[src/rtl/multicycle_control_unit_if.sv]
// rtl/multicycle_control_unit_if.sv - decode inputs and datapath controls between control unit and CPU datapath
interface multicycle_control_unit_if #(
    parameter int CNT_W = 32
);
    logic [6:0]       op;
    logic [2:0]       funct3;
    logic             funct7b5;
    logic             Zero;
    logic             Sign;
    logic [2:0]       state;
    logic [2:0]       nextState;
    logic             PCWre;
    logic             IRWre;
    logic             InsMemRW;
    logic             RegWre;
    logic             ALUSrcA;
    logic             ALUSrcB;
    logic [2:0]       ALUOp;
    logic [2:0]       ExtSel;
    logic             mRD;
    logic             mWR;
    logic             DBDataSrc;
    logic             WrRegDSrc;
    logic [1:0]       PCSrc;
    logic             halted;
    logic [CNT_W-1:0] instr_count;

    modport master (
        input  op, funct3, funct7b5, Zero, Sign,
        output state, nextState, PCWre, IRWre, InsMemRW, RegWre, ALUSrcA, ALUSrcB,
               ALUOp, ExtSel, mRD, mWR, DBDataSrc, WrRegDSrc, PCSrc, halted, instr_count
    );

    modport slave (
        output op, funct3, funct7b5, Zero, Sign,
        input  state, nextState, PCWre, IRWre, InsMemRW, RegWre, ALUSrcA, ALUSrcB,
               ALUOp, ExtSel, mRD, mWR, DBDataSrc, WrRegDSrc, PCSrc, halted, instr_count
    );
endinterface

[src/rtl/multicycle_control_unit.sv]
// rtl/multicycle_control_unit.sv - IF/ID/EXE/MEM/WB control FSM for the multi-cycle RV32I-subset CPU
module multicycle_control_unit #(
    parameter logic [6:0] HALT_OP = 7'b1111111,
    parameter int         CNT_W   = 32
) (
    input  logic                       CLK,
    input  logic                       Reset,
    multicycle_control_unit_if.master  bus
);
    typedef enum logic [2:0] {
        S_IF     = 3'b000,
        S_ID     = 3'b001,
        S_EXE_LS = 3'b010,
        S_MEM    = 3'b011,
        S_WB_LD  = 3'b100,
        S_EXE_BR = 3'b101,
        S_EXE_AL = 3'b110,
        S_WB_AL  = 3'b111
    } state_t;

    state_t           state, next_state;
    logic             halted;
    logic [CNT_W-1:0] instr_count;

    logic is_r, is_ialu, is_ld, is_st, is_br, is_jal, is_jalr, is_lui, is_halt;
    assign is_r    = (bus.op == 7'b0110011);
    assign is_ialu = (bus.op == 7'b0010011);
    assign is_ld   = (bus.op == 7'b0000011);
    assign is_st   = (bus.op == 7'b0100011);
    assign is_br   = (bus.op == 7'b1100011);
    assign is_jal  = (bus.op == 7'b1101111);
    assign is_jalr = (bus.op == 7'b1100111);
    assign is_lui  = (bus.op == 7'b0110111);
    assign is_halt = (bus.op == HALT_OP);

    logic [2:0] alu_dec, ext_class;
    logic       br_taken;

    always_comb begin
        alu_dec = 3'b000;
        if (is_r || is_ialu) begin
            case (bus.funct3)
                3'b000:  alu_dec = (is_r && bus.funct7b5) ? 3'b001 : 3'b000;
                3'b010,
                3'b011:  alu_dec = 3'b010;
                3'b111:  alu_dec = 3'b011;
                3'b110:  alu_dec = 3'b100;
                3'b100:  alu_dec = 3'b101;
                3'b001:  alu_dec = 3'b110;
                default: alu_dec = 3'b111;
            endcase
        end
    end

    always_comb begin
        ext_class = 3'b000;
        if (is_st)       ext_class = 3'b001;
        else if (is_br)  ext_class = 3'b010;
        else if (is_lui) ext_class = 3'b011;
        else if (is_jal) ext_class = 3'b100;
    end

    always_comb begin
        case (bus.funct3)
            3'b000:  br_taken = bus.Zero;
            3'b001:  br_taken = !bus.Zero;
            3'b100:  br_taken = bus.Sign;
            3'b101:  br_taken = !bus.Sign;
            default: br_taken = 1'b0;
        endcase
    end

    always_comb begin
        next_state    = state;
        bus.PCWre     = 1'b0;
        bus.IRWre     = 1'b0;
        bus.InsMemRW  = 1'b0;
        bus.RegWre    = 1'b0;
        bus.ALUSrcA   = 1'b0;
        bus.ALUSrcB   = 1'b0;
        bus.ALUOp     = 3'b000;
        bus.ExtSel    = (state == S_IF) ? 3'b000 : ext_class;
        bus.mRD       = 1'b0;
        bus.mWR       = 1'b0;
        bus.DBDataSrc = 1'b0;
        bus.WrRegDSrc = 1'b0;
        bus.PCSrc     = 2'b00;
        case (state)
            S_IF: begin
                // a halted CPU parks here with fetch disabled until reset
                if (!halted) begin
                    bus.InsMemRW = 1'b1;
                    bus.IRWre    = 1'b1;
                    next_state   = S_ID;
                end
            end
            S_ID: begin
                if (is_r || is_ialu || is_lui)  next_state = S_EXE_AL;
                else if (is_br)                 next_state = S_EXE_BR;
                else if (is_ld || is_st)        next_state = S_EXE_LS;
                else if (is_jal || is_jalr)     next_state = S_WB_AL;
                else begin
                    next_state = S_IF;
                    bus.PCWre  = !is_halt;
                end
            end
            S_EXE_AL: begin
                bus.ALUSrcB = is_ialu || is_lui;
                bus.ALUSrcA = is_lui;
                bus.ALUOp   = alu_dec;
                next_state  = S_WB_AL;
            end
            S_WB_AL: begin
                bus.RegWre = 1'b1;
                bus.PCWre  = 1'b1;
                next_state = S_IF;
                if (is_jal) begin
                    bus.WrRegDSrc = 1'b1;
                    bus.PCSrc     = 2'b01;
                end else if (is_jalr) begin
                    bus.WrRegDSrc = 1'b1;
                    bus.PCSrc     = 2'b10;
                    bus.ALUSrcB   = 1'b1;
                end else begin
                    // hold the EXE operand selects so the written result stays stable
                    bus.ALUSrcB = is_ialu || is_lui;
                    bus.ALUSrcA = is_lui;
                    bus.ALUOp   = alu_dec;
                end
            end
            S_EXE_LS: begin
                bus.ALUSrcB = 1'b1;
                next_state  = S_MEM;
            end
            S_MEM: begin
                bus.ALUSrcB = 1'b1;
                if (is_ld) begin
                    bus.mRD    = 1'b1;
                    next_state = S_WB_LD;
                end else begin
                    bus.mWR    = is_st;
                    bus.PCWre  = 1'b1;
                    next_state = S_IF;
                end
            end
            S_WB_LD: begin
                bus.DBDataSrc = 1'b1;
                bus.RegWre    = 1'b1;
                bus.PCWre     = 1'b1;
                next_state    = S_IF;
            end
            S_EXE_BR: begin
                bus.ALUOp  = 3'b001;
                bus.PCWre  = 1'b1;
                bus.PCSrc  = br_taken ? 2'b01 : 2'b00;
                next_state = S_IF;
            end
            default: next_state = S_IF;
        endcase
    end

    always_ff @(posedge CLK or negedge Reset) begin
        if (!Reset) begin
            state       <= S_IF;
            halted      <= 1'b0;
            instr_count <= '0;
        end else begin
            state <= next_state;
            if (state == S_ID && is_halt)
                halted <= 1'b1;
            if (bus.PCWre)
                instr_count <= instr_count + 1'b1;
        end
    end

    assign bus.state       = state;
    assign bus.nextState   = next_state;
    assign bus.halted      = halted;
    assign bus.instr_count = instr_count;
endmodule
[src/flat_wrapper.sv]
// flat-port wrapper written by rule: the top's interface ports become plain ports
module multicycle_control_unit_flat 
#(
    parameter logic [6:0] HALT_OP = 7'b1111111,
    parameter int         CNT_W   = 32
)
  (CLK, Reset, bus_op, bus_funct3, bus_funct7b5, bus_Zero, bus_Sign, bus_state, bus_nextState, bus_PCWre, bus_IRWre, bus_InsMemRW, bus_RegWre, bus_ALUSrcA, bus_ALUSrcB, bus_ALUOp, bus_ExtSel, bus_mRD, bus_mWR, bus_DBDataSrc, bus_WrRegDSrc, bus_PCSrc, bus_halted, bus_instr_count);
  multicycle_control_unit_if #(.CNT_W(CNT_W)) bus_i ();
  input  logic CLK;
  input  logic Reset;
  input wire logic [$bits(bus_i.op)-1:0] bus_op;
  input wire logic [$bits(bus_i.funct3)-1:0] bus_funct3;
  input wire logic [$bits(bus_i.funct7b5)-1:0] bus_funct7b5;
  input wire logic [$bits(bus_i.Zero)-1:0] bus_Zero;
  input wire logic [$bits(bus_i.Sign)-1:0] bus_Sign;
  output wire logic [$bits(bus_i.state)-1:0] bus_state;
  output wire logic [$bits(bus_i.nextState)-1:0] bus_nextState;
  output wire logic [$bits(bus_i.PCWre)-1:0] bus_PCWre;
  output wire logic [$bits(bus_i.IRWre)-1:0] bus_IRWre;
  output wire logic [$bits(bus_i.InsMemRW)-1:0] bus_InsMemRW;
  output wire logic [$bits(bus_i.RegWre)-1:0] bus_RegWre;
  output wire logic [$bits(bus_i.ALUSrcA)-1:0] bus_ALUSrcA;
  output wire logic [$bits(bus_i.ALUSrcB)-1:0] bus_ALUSrcB;
  output wire logic [$bits(bus_i.ALUOp)-1:0] bus_ALUOp;
  output wire logic [$bits(bus_i.ExtSel)-1:0] bus_ExtSel;
  output wire logic [$bits(bus_i.mRD)-1:0] bus_mRD;
  output wire logic [$bits(bus_i.mWR)-1:0] bus_mWR;
  output wire logic [$bits(bus_i.DBDataSrc)-1:0] bus_DBDataSrc;
  output wire logic [$bits(bus_i.WrRegDSrc)-1:0] bus_WrRegDSrc;
  output wire logic [$bits(bus_i.PCSrc)-1:0] bus_PCSrc;
  output wire logic [$bits(bus_i.halted)-1:0] bus_halted;
  output wire logic [$bits(bus_i.instr_count)-1:0] bus_instr_count;
  assign bus_i.op = bus_op;
  assign bus_i.funct3 = bus_funct3;
  assign bus_i.funct7b5 = bus_funct7b5;
  assign bus_i.Zero = bus_Zero;
  assign bus_i.Sign = bus_Sign;
  assign bus_state = bus_i.state;
  assign bus_nextState = bus_i.nextState;
  assign bus_PCWre = bus_i.PCWre;
  assign bus_IRWre = bus_i.IRWre;
  assign bus_InsMemRW = bus_i.InsMemRW;
  assign bus_RegWre = bus_i.RegWre;
  assign bus_ALUSrcA = bus_i.ALUSrcA;
  assign bus_ALUSrcB = bus_i.ALUSrcB;
  assign bus_ALUOp = bus_i.ALUOp;
  assign bus_ExtSel = bus_i.ExtSel;
  assign bus_mRD = bus_i.mRD;
  assign bus_mWR = bus_i.mWR;
  assign bus_DBDataSrc = bus_i.DBDataSrc;
  assign bus_WrRegDSrc = bus_i.WrRegDSrc;
  assign bus_PCSrc = bus_i.PCSrc;
  assign bus_halted = bus_i.halted;
  assign bus_instr_count = bus_i.instr_count;
  multicycle_control_unit #(.HALT_OP(HALT_OP), .CNT_W(CNT_W)) u_core (.CLK(CLK), .Reset(Reset), .bus(bus_i));
endmodule
[config.mk]
export PLATFORM = sky130hd
export DESIGN_NAME = multicycle_control_unit_flat
export DESIGN_NICKNAME = d
export VERILOG_FILES = /design/src/rtl/multicycle_control_unit_if.sv /design/src/rtl/multicycle_control_unit.sv /design/src/flat_wrapper.sv
export SDC_FILE = /design/constraint.sdc
export NUM_CORES = 1
export LEC_CHECK = 0
export ABC_AREA = 1
export CAP_MARGIN = 20
export CORE_MARGIN = 1.5
export CORE_UTILIZATION = 49
export CTS_CLUSTER_SIZE = 8
export DETAILED_ROUTE_END_ITERATION = 6
export PLACE_DENSITY = 0.81
export SLEW_MARGIN = 40
export SYNTH_ARGS = -nofsm -noshare
export SYNTH_HDL_FRONTEND = slang
export SYNTH_SLANG_ARGS = --single-unit
[constraint.sdc]
create_clock -name CLK -period 2.1 [get_ports CLK]
set_input_delay 0.42 -clock CLK [delete_from_list [all_inputs] [get_ports CLK]]
set_output_delay 0.42 -clock CLK [all_outputs]
set_load 0.05 [all_outputs]
==> run summary <==
The DRC violation count after routing was 0. Traced cell by cell, the critical path runs through buf_6 > nor3_4 > buf_4 > nand2_4 > o211ai_1 > buf_4 > buf_12. The leakage power figure came out at 1.99 nW. Most numerous cell on the critical path: buf_4. The arithmetic-cell share of the synthesized area counting full adders, half adders and majority gates is 0.459%, and the logic depth of the worst setup path including buffers is 7. The post-synthesis mux area share was 0%; the maximum count of clock buffers along a single path was 2. The number of antenna violations at the first check in global routing is 0. 72 I/O pins were placed. The floorplan row count was 26; the remaining number of nets flagged by the antenna check after routing was 0. The maximum vdd ir drop is 0.843 mV, and the compound-gate portion of the synthesized area is 3.95%.

Along the worst path, the maximum fanout reaches 5. The tools report the number of global-route vias before repair as 3,160. The checks that failed: negative setup slack. From synthesis to final layout, the design area changed by 55.7%. The count of buffers added on input and output ports is 71. The total power divided by cell area is 725 nW/um^2, and the instance count of the mapped netlist is 436. The worst register-to-register path has a setup slack of 0.27 ns. In this run the worst setup path terminates at bus_nextState[1]. Summing every instance area after synthesis gives 2730 um^2.

STA classifies the critical path startpoint as a register. The tools report the total nets after synthesis as 452. Entering global routing, the biggest net connects 37 pins. The root buffer cell was clkbuf_8.

Routed wire length: 9450 um. In the final layout, the share of cells above drive strength 1 is 25.0%. The Yosys step of the flow raised 0 warnings. The layout has 356 filler cells. Clock skew on the completed layout was measured at 0.00832 ns.

The smallest clock period supported by the final layout is computed as 2.11 ns. Measured in cells, the most critical reg-to-reg path has a length of 10. The worst register-to-register path ends at u_core.bus.instr_count[30].

The path class of the tightest hold or removal check is primary input to async pin. The worst setup path is captured at a primary output. The via count was 3,324.

From bottom edge to top edge, the die measures 77.6 um. The logs give 0 for the number of hold buffers added after cts and 1860 um^2 for the area of the multi-input gates. The total of endpoints with negative setup slack in the final report was 1. The HPWL after detailed placement is 6910 um.

Number of inserted diodes: 0. Grouping stages by cell kind, the critical path spends the most delay in buffers and inverters. The final hold violation count was 0; the placeable core region was 5240 um^2. Tightest slew margin relative to the limit: 64.7%. Across every metal layer, demand over resource in global routing totals 32.4%. In the final routed layout, each cell accounts on average for 15.3 um. TritonCTS built the clock tree.

For this run, the slowest stage of the critical path takes 0.41 ns. After detailed routing, the number of vias per cell comes to 5.38. Data on the critical path is required at its endpoint by 1.68 ns.

By startpoint and endpoint, the worst setup path is classified as register to primary output. For this run, the top clock speed supported by timing is 0.474 GHz. The H-tree depth reported by CTS is 2, and the power after layout is 3.08 mW. The flow ran to the end, but the final reports show violations. Across the whole layout, storage elements account for 905 um^2. The clock reaches the later pin of the worst-skew pair after 0.30 ns.

Of the total synthesized cell area, the portion taken by XOR and XNOR cells is 5.14%. The critical path data arrival time was 1.69 ns. Measured slew at the worst slew-check pin: 0.528 ns. Number of buffers and inverters on the critical path: 4. The remaining global-route overflow was 0; the number of max-slew violations in the final report was 0.

Worst reg2reg path startpoint: u_core.bus.instr_count[1]. The first detailed-routing pass took 5 iterations. Counting the buffers created by CTS gives 5. After clock tree synthesis, the clock-pin slew on the worst setup and hold paths is 0.07 ns. The critical path starts at u_core.bus.state[1]. In the finished design, the share of the clock period the worst path needs comes to 100%. The worst slack at placement was -0.452 ns. Max-cap violations in this run came to 0.

The count of nets after finishing was 564. The die covers 6020 um^2. The final setup slack of the worst path was -0.00965 ns; the number of design-rule violations left by the first detailed-router iteration was 273. The congestion estimate from routability-driven global placement came to 0.929. After Yosys synthesis, and, or, nand and nor cells account for 51.5% of the synthesized area.

The number of flip-flops and latches in the synthesized netlist was 36. Final hold analysis gives a worst-case slack of 0.0808 ns. In the layout the commonest cells are 178 x nand2_1, 61 x nor2_1, 42 x buf_4. Each instance of the synthesized netlist takes up on average 6.25 um^2.

Setup repair after global routing could not meet its margin everywhere. Combinational family with the most area after synthesis: simple AND/OR/NAND/NOR gates. The effective utilization at floorplan came out at 52.0%. The width of the die was 77.6 um; the first-pass GRT wire length was 15,300 um.

The library cell used most frequently in the layout, excluding fill and tap cells, is nand2_1. Standard cell with the maximum stage delay on the critical path: dfrtp_2. The tools report the clock sink count as 36.

The share of the yosys chip area belonging to registers was 33.1%. The run gives 27 as the count of different cell masters after synthesis.
-- synthesized netlist by cell type, drive strengths merged --
| cell type | n | area, um^2 |
|---|---|---|
| a21oi | 8 | 51.3 |
| a31o | 1 | 8.76 |
| buf | 10 | 71.3 |
| dfrtp | 36 | 901 |
| ha | 1 | 12.5 |
| inv | 24 | 90.1 |
| nand2 | 193 | 739 |
| nand3 | 41 | 205 |
| nand3b | 13 | 97.6 |
| nand4 | 4 | 25.0 |
| nor2 | 77 | 302 |
| nor3 | 2 | 21.3 |
| o211ai | 2 | 15.0 |
| o21ai | 5 | 25.0 |
| o21bai | 1 | 7.51 |
| or2 | 2 | 12.5 |
| xnor2 | 4 | 35.0 |
| xor2 | 12 | 105 |
-- per-layer routing --
metal,up-vias,track usage [%],wire length (um)
met2,136,54.4,4550
met5,-,0,0
met4,0,10.5,238
met3,26,7.18,677
met1,1560,41.3,3990
li1,1602,-,-
-- worst min path at each step --
stage,startpoint,end,slack [ns],cells after the start
after detailed placement,u_core.bus.halted,u_core.bus.halted,0.56,1
after global routing,Reset,u_core.bus.instr_count[13],0.12,1
after CTS,Reset,u_core.bus.instr_count[18],0.25,1
final,Reset,u_core.bus.instr_count[8],0.08,1
after global placement,u_core.bus.instr_count[31],u_core.bus.instr_count[31],0.53,2
after floorplan,Reset,u_core.bus.halted,0.12,0
-- kinds of logic after synthesis --
family	count (synthesis)
buffers and inverters	34
and+or+nand+nor	332
DFF	36
adders and majority gates	1
AOI/OAI and AO/OA	17
xor gates and xnor gates	16
-- state kept, by name, indices dropped and copies added, names as in the netlist --
name	count
u_core.bus.state	3
u_core.bus.halted	1
u_core.bus.instr_count	32
-- power breakdown --
group	total, mW	internal, mW	leakage [nW]	switching (mW)
clock network	0.486	0.226	0.0410	0.260
registers	0.855	0.763	0.490	0.0921
logic	1.74	0.613	1.46	1.12
total	3.08	1.60	1.99	1.47
-- layout make-up --
class	count	area share (%)
clock buffer	6	1.71
multi-input combinational	366	43.8
sequential	36	21.3
tap	70	2.06
inverter	24	2.18
clock inverter	1	0.118
timing repair buffer	115	28.8
-- stage by stage --
stage,util [%],instances,instance area (um^2),TNS (ns)
finish,81.0,618,4240,-0.00965
global route,81.0,618,4240,-0.198
CTS,79.8,617,4180,-0.00838
detailed placement,75.9,603,3980,-13.35
global placement,75.9,603,3980,-10.66
floorplan,-,436,2800,-0.288
-- what timing repair did --
action,CTS,global route
pin swaps,17,17
buffers inserted,7,1
setup endpoints to repair,17,13
gates resized for setup,49,33
(Power assumes the default switching activity.)
